### src/rtl/ps2_rx_pkg.sv
// Shared PS/2 receive definitions: frame FSM states and line-level constants.
// Also intended for the future host-side transmitter.
package ps2_rx_pkg;

  typedef enum logic [1:0] {
    ST_IDLE   = 2'd0,
    ST_DATA   = 2'd1,
    ST_PARITY = 2'd2,
    ST_STOP   = 2'd3
  } ps2_state_t;

  localparam logic PS2_START     = 1'b0;
  localparam logic PS2_STOP      = 1'b1;
  localparam int   PS2_DATA_BITS = 8;

endpackage

### src/rtl/ps2_rx_fifo.sv
// Byte FIFO for the PS/2 receiver: circular buffer with a registered head,
// push/pop in the same cycle allowed when full, overflow pulse on a dropped push.
module ps2_rx_fifo #(
  parameter int FIFO_BITS = 3
) (
  input  logic                 clk_sys,
  input  logic                 reset_n,
  input  logic                 push,
  input  logic [7:0]           push_data,
  input  logic                 pop,
  output logic [7:0]           head_data,
  output logic                 head_valid,
  output logic                 overflow,
  output logic [FIFO_BITS:0]   level
);

  localparam int DEPTH = 1 << FIFO_BITS;

  logic [7:0]           mem [DEPTH];
  logic [FIFO_BITS-1:0] wr_ptr;
  logic [FIFO_BITS-1:0] rd_ptr;
  logic [FIFO_BITS-1:0] rd_ptr_nx;
  logic [FIFO_BITS:0]   count;
  logic                 full;
  logic                 empty;
  logic                 do_push;
  logic                 do_pop;
  logic                 becomes_head;

  assign full      = (count == (FIFO_BITS+1)'(DEPTH));
  assign empty     = (count == '0);
  assign do_pop    = pop & ~empty;
  assign do_push   = push & (~full | do_pop);
  assign rd_ptr_nx = rd_ptr + FIFO_BITS'(1);

  // The pushed byte becomes the head when it will be the only entry left.
  assign becomes_head = do_push & (empty | ((count == (FIFO_BITS+1)'(1)) & do_pop));

  always_ff @(posedge clk_sys) begin
    if (do_push) mem[wr_ptr] <= push_data;
  end

  always_ff @(posedge clk_sys or negedge reset_n) begin
    if (!reset_n) begin
      wr_ptr    <= '0;
      rd_ptr    <= '0;
      count     <= '0;
      head_data <= '0;
      overflow  <= 1'b0;
    end else begin
      overflow <= push & full & ~do_pop;
      if (do_push) wr_ptr <= wr_ptr + FIFO_BITS'(1);
      if (do_pop)  rd_ptr <= rd_ptr_nx;
      case ({do_push, do_pop})
        2'b10:   count <= count + (FIFO_BITS+1)'(1);
        2'b01:   count <= count - (FIFO_BITS+1)'(1);
        default: count <= count;
      endcase
      if (becomes_head)
        head_data <= push_data;
      else if (do_pop)
        head_data <= mem[rd_ptr_nx];
    end
  end

  assign head_valid = ~empty;
  assign level      = count;

endmodule

### src/rtl/ps2_host_rx.sv
// PS/2 host receiver: synchronizes and filters the device clock, decodes
// 11-bit frames and buffers bytes. Optional mid-frame timeout: PS2_RX_TIMEOUT_EN.
module ps2_host_rx #(
  parameter int FIFO_BITS   = 3,
  parameter int FILTER_LEN  = 4,
  parameter int TIMEOUT_CYC = 8192
) (
  input  logic                 clk_sys,
  input  logic                 reset_n,
  input  logic                 ps2_clk,
  input  logic                 ps2_data,
  output logic [7:0]           rx_data,
  output logic                 rx_valid,
  input  logic                 rx_ready,
  output logic                 rx_parity_err,
  output logic                 rx_frame_err,
  output logic                 rx_overflow,
  output logic [FIFO_BITS:0]   fifo_level
);

  import ps2_rx_pkg::*;

  localparam logic [2:0] LAST_BIT = 3'(PS2_DATA_BITS - 1);
  localparam logic [3:0] FILT_END = 4'(FILTER_LEN - 1);

  logic       ps2_clk_p0, ps2_clk_p1;
  logic       ps2_data_p0, ps2_data_p1;
  logic [3:0] filt_cnt;
  logic       filt_clk;
  logic       fe_p2;

  ps2_state_t state, state_nx;
  logic [2:0] bit_cnt;
  logic       par_acc;
  logic       par_ok;
  logic [7:0] shift_p2;
  logic       push_c;
  logic       frame_err_c;
  logic       parity_err_c;
  logic       timeout_hit;

  // Stage p0/p1: two-flop synchronizers, preset to the idle-high line level
  always_ff @(posedge clk_sys or negedge reset_n) begin
    if (!reset_n) begin
      ps2_clk_p0  <= 1'b1;
      ps2_clk_p1  <= 1'b1;
      ps2_data_p0 <= 1'b1;
      ps2_data_p1 <= 1'b1;
    end else begin
      ps2_clk_p0  <= ps2_clk;
      ps2_clk_p1  <= ps2_clk_p0;
      ps2_data_p0 <= ps2_data;
      ps2_data_p1 <= ps2_data_p0;
    end
  end

  // Stage p2: level filter; fe_p2 strobes when the accepted level goes 1 -> 0
  always_ff @(posedge clk_sys or negedge reset_n) begin
    if (!reset_n) begin
      filt_cnt <= '0;
      filt_clk <= 1'b1;
      fe_p2    <= 1'b0;
    end else begin
      fe_p2 <= 1'b0;
      if (ps2_clk_p1 == filt_clk) begin
        filt_cnt <= '0;
      end else if (filt_cnt == FILT_END) begin
        filt_cnt <= '0;
        filt_clk <= ps2_clk_p1;
        fe_p2    <= filt_clk;
      end else begin
        filt_cnt <= filt_cnt + 4'd1;
      end
    end
  end

  always_ff @(posedge clk_sys or negedge reset_n) begin
    if (!reset_n) state <= ST_IDLE;
    else          state <= state_nx;
  end

  always_comb begin
    state_nx = state;
    if (timeout_hit) begin
      state_nx = ST_IDLE;
    end else if (fe_p2) begin
      case (state)
        ST_IDLE:   if (ps2_data_p1 == PS2_START) state_nx = ST_DATA;
        ST_DATA:   if (bit_cnt == LAST_BIT) state_nx = ST_PARITY;
        ST_PARITY: state_nx = ST_STOP;
        ST_STOP:   state_nx = ST_IDLE;
        default:   state_nx = ST_IDLE;
      endcase
    end
  end

  // A bad stop bit masks a parity failure so each frame reports one error at most
  always_comb begin
    push_c       = 1'b0;
    parity_err_c = 1'b0;
    frame_err_c  = timeout_hit;
    if (fe_p2) begin
      case (state)
        ST_IDLE: frame_err_c = (ps2_data_p1 != PS2_START);
        ST_STOP: begin
          if (ps2_data_p1 != PS2_STOP) frame_err_c  = 1'b1;
          else if (par_ok)             push_c       = 1'b1;
          else                         parity_err_c = 1'b1;
        end
        default: ;
      endcase
    end
  end

  always_ff @(posedge clk_sys or negedge reset_n) begin
    if (!reset_n) begin
      bit_cnt       <= '0;
      par_acc       <= 1'b0;
      par_ok        <= 1'b0;
      rx_frame_err  <= 1'b0;
      rx_parity_err <= 1'b0;
    end else begin
      rx_frame_err  <= frame_err_c;
      rx_parity_err <= parity_err_c;
      if (fe_p2) begin
        case (state)
          ST_IDLE: begin
            bit_cnt <= '0;
            par_acc <= 1'b0;
          end
          ST_DATA: begin
            bit_cnt <= bit_cnt + 3'd1;
            par_acc <= par_acc ^ ps2_data_p1;
          end
          ST_PARITY: par_ok <= par_acc ^ ps2_data_p1;
          default: ;
        endcase
      end
    end
  end

  always_ff @(posedge clk_sys) begin
    if (fe_p2 && state == ST_DATA) shift_p2 <= {ps2_data_p1, shift_p2[7:1]};
  end

`ifdef PS2_RX_TIMEOUT_EN
  localparam int TO_W = $clog2(TIMEOUT_CYC);
  // Counter starts the cycle after fe and the error output is registered,
  // so matching TIMEOUT_CYC-2 puts the pulse TIMEOUT_CYC cycles after fe.
  localparam logic [TO_W-1:0] TO_LAST = TO_W'(TIMEOUT_CYC - 2);

  logic [TO_W-1:0] to_cnt;

  always_ff @(posedge clk_sys or negedge reset_n) begin
    if (!reset_n)                       to_cnt <= '0;
    else if (state == ST_IDLE || fe_p2) to_cnt <= '0;
    else                                to_cnt <= to_cnt + TO_W'(1);
  end

  assign timeout_hit = (state != ST_IDLE) && !fe_p2 && (to_cnt == TO_LAST);
`else
  logic [31:0] unused_timeout_cyc;
  assign unused_timeout_cyc = 32'(TIMEOUT_CYC);
  assign timeout_hit        = 1'b0;
`endif

  ps2_rx_fifo #(
    .FIFO_BITS (FIFO_BITS)
  ) u_fifo (
    .clk_sys    (clk_sys),
    .reset_n    (reset_n),
    .push       (push_c),
    .push_data  (shift_p2),
    .pop        (rx_ready),
    .head_data  (rx_data),
    .head_valid (rx_valid),
    .overflow   (rx_overflow),
    .level      (fifo_level)
  );

endmodule

### config.mk
export PLATFORM = sky130hd
export DESIGN_NAME = ps2_host_rx
export DESIGN_NICKNAME = d
export VERILOG_FILES = /design/src/rtl/ps2_rx_pkg.sv /design/src/rtl/ps2_rx_fifo.sv /design/src/rtl/ps2_host_rx.sv
export SDC_FILE = /design/constraint.sdc
export NUM_CORES = 1
export LEC_CHECK = 0
export ABC_AREA = 1
export ABC_CLOCK_PERIOD_IN_PS = 5200
export CAP_MARGIN = 25
export CORE_UTILIZATION = 30
export CTS_CLUSTER_DIAMETER = 30
export DETAILED_ROUTE_END_ITERATION = 12
export PLACE_DENSITY = 0.53
export SLEW_MARGIN = 10
export SYNTH_ARGS = -nofsm -noshare
export SYNTH_HDL_FRONTEND = slang
export SYNTH_SLANG_ARGS = --single-unit
### constraint.sdc
create_clock -name clk_sys -period 5.2 [get_ports clk_sys]
set_input_delay 0.52 -clock clk_sys [delete_from_list [all_inputs] [get_ports clk_sys]]
set_output_delay 0.52 -clock clk_sys [all_outputs]
set_load 0.05 [all_outputs]
==> results.md <==
* Site row count at 45
* Sequential share of power at 0.576
* P&R area growth vs syn at 15.26%
* Top cells by count, synth: 131 x nand2_1, 72 x edfxtp_1, 62 x inv_1
* Layout cells sized above 1 at 0.08316
* Vias in the first global route at 3038
* Vias per cell at 4.303
* RR Endpoint: u_fifo.mem[2][1]$_DFFE_PP_
* Hold Fails Final Rpt at 0
* CTS Hold Bufs at 0
* Critical Path End: rx_valid
* Final Cycle Share at 0.5091
* TritonCTS clock tree: done
* Max-slew violations at 0
* Post-DP HPWL at 6506 µm
* Drt drc at 0
* Pin count of the biggest net entering global routing at 39
* Worst path max stage delay at 0.82 ns
* Global-route wire length before repair at 16090 µm
* Die H at 128.8 µm
* Largest area contributor in the synthesized netlist: edfxtp_1
* HP Class: in -> async
* Routed wl met3 at 493 µm
* Top cells by area, synth: edfxtp_1 45%, dfrtp_1 17%, nand2_1 10%
* Slew @ Worst Pin at 0.8618 ns
* Comb power frac at 0.042
* Sw frac at 0.2208
* Switching Power at 0.3710 mW
* Internal power at 1.309 mW
* Count leader, synth: nand2_1
* Setup_tns at 0 ns
* Gr ovfl total at 0
* Post-synth ARST share at 0.3455
* RR Startpoint: u_fifo.level[0]$_DFFE_PN0P_
* Instance count on the critical path at 4
* CP bufs+invs at 2
* All-Layer GR Usage at 0.1281
* Peak VDD IR at 0.1631 mV
* Final Setup Violations at 0
* Final Power at 1.680 mW
* I/O pins at 21
* Rel. slew slack at 0.4254
* Initial antenna violation count at 0
* Register bit total from synthesis at 110
* Htree depth at 3
* CP endpoint kind: output pin
* Drt first-iter violations at 261
* Syn Nets at 473
* Clock transition at path regs at 0.07 ns
* Nets@finish at 496
* Clk_skew at 0.006561 ns
* Total die area at 0.01658 mm²
* Clk pwr share at 0.383
* Achievable frequency at 0.3778 GHz
* Critical path required time at 4.68 ns
* Highest routed layer: met4
* Max_cap viols at 0
* Status: finished clean
* PD cells at 302.4 mW/mm²
* Clock buffer depth at 2
* Via count at 2978
* CP Class: reg -> out
* Primary FF master, synth: edfxtp_1
* Clock Sinks at 110
* Fin crit period at 2.647 ns
* CTS resizes at 0
* Avg Synthesized Cell Area at 10.64 µm²
* RSZ-0062 raised after global routing: no
* Total Wirelength at 9317 µm
* Crit path from: u_fifo.level[0]$_DFFE_PN0P_
* Met2 wire length at 4240 µm
* Gp weighted congestion at 0.8431
* Crit path cell chain: inv_1, ha_1, nand2_1, clkdlybuf4s50_1
* Die Wd at 128.8 µm
* Clk Latency, worst-skew pair at 0.34 ns
* Synth warn at 0
* Leakage at 2.401 nW
* Router iterations before antenna repair at 4
* TritonCTS Buffers at 9
* Max FO, Critical Path at 6
* Post-CTS Setup Inserts at 0
* Core area at 0.01543 mm²
* Yosys cell types at 30
* N_diodes at 0
* Routed WL per cell at 13.46 µm
* Post-DRT Antenna Nets at 0
* Max stage delay cell, worst path: clkdlybuf4s50_1
* Startpoint types: flop
* Cell family with most CP delay: buffers and inverters
* # port buffers at 20
* Initial core utilization at 0.3125
* Seq/Total Area, Yosys at 0.6470
* Met1 wire length at 4552 µm
* Post-Synthesis Cell Area at 0.004821 mm²
* Synth Instances at 453
* Critical path arrival at 2.13 ns
* Reg2reg setup slack at 2.84 ns
* Worst-case reg-to-reg path depth at 8
* Clk root buf: clkbuf_16
* EDFF count, synth at 72
* Synth top area share at 0.4485
## area by class of cell
cell class	instances	area (µm²)
Clock buffer	9	225.2
Inverter	63	236.5
Multi-Input combinational cell	268	1395
Tap cell	211	264.0
Clock inverter	7	56.30
Fill cell	1579	9871
Timing Repair Buffer	24	260.3
Sequential cell	110	3119
## routing by layer
layer	vias to the layer above	global-route usage
met5	-	0
met4	0	0.03875
met3	2	0.03035
met2	57	0.1940
met1	1401	0.1814
li1	1518	-
## cells in the final DEF (no fill, tap or decap), drive strengths merged
master         instances
a21oi                  3
a22o                   2
a31oi                  1
buf                    5
clkbuf                 9
clkdlybuf4s50         19
clkinv                 4
dfrtp                 33
dfstp                  5
edfxtp                72
ha                    15
inv                   66
nand2                134
nand3                 61
nor2                  20
nor3                   5
o21ai                 14
o22ai                  1
or2                    1
xnor2                  6
xor2                   5
## logic make-up (layout without fill, tap and decap cells)
logic type	after synthesis	after routing	share of synthesized area
AND/OR/NAND/NOR	221	221	0.2050
flip-flops	110	110	0.6470
buffers and inverters	75	103	0.06358
AO/OA/AOI/OAI	21	21	0.02388
adder cells (fa/ha/maj)	15	15	0.03893
XOR/XNOR	11	11	0.02154
## sequential cells by signal, summed over array words and instances, names as in the netlist, 2 cells and up
name              cells
u_fifo.head_data      8
u_fifo.rd_ptr         3
u_fifo.mem           64
shift_p2              8
filt_cnt              4
state                 2
u_fifo.level          4
bit_cnt               3
u_fifo.wr_ptr         3
## power groups by stage
stage / Sequential (mW) / Combinational, mW / Clock, mW
6_report: 0.967 / 0.0700 / 0.643
5_1_grt: 0.971 / 0.0836 / 0.700
4_1_cts: 0.967 / 0.0726 / 0.671
3_5_place_dp: 0.986 / 0.0727 / 0
3_3_place_gp: 0.985 / 0.0682 / 0
2_1_floorplan: 0.981 / 0.0512 / 0
## metrics by stage
step                        util  cells  hold slack [ns]  setup slack, ns  cell area (µm²)
after global placement    0.3377    672           0.3463            2.568             5210
after floorplan                -    453           0.2244            2.513             4821
final                     0.3602    692           0.2856            2.553             5557
after CTS                 0.3560    688           0.3165            2.527             5492
after global routing      0.3602    692           0.3617            2.417             5557
after detailed placement  0.3377    672           0.3478            2.522             5210
## worst min path at each step
stage,endpoint,start,slack [ns]
finish,filt_cnt[1]$_DFF_PN0_,reset_n,0.29
global route,ps2_data_p1$_DFF_PN1_,ps2_data_p0$_DFF_PN1_,0.36
CTS,filt_cnt[1]$_DFF_PN0_,reset_n,0.32
detailed placement,ps2_data_p1$_DFF_PN1_,ps2_data_p0$_DFF_PN1_,0.35
global placement,ps2_data_p1$_DFF_PN1_,ps2_data_p0$_DFF_PN1_,0.35
floorplan,bit_cnt[0]$_DFFE_PN0P_,reset_n,0.22
(Power assumes the default switching activity.)
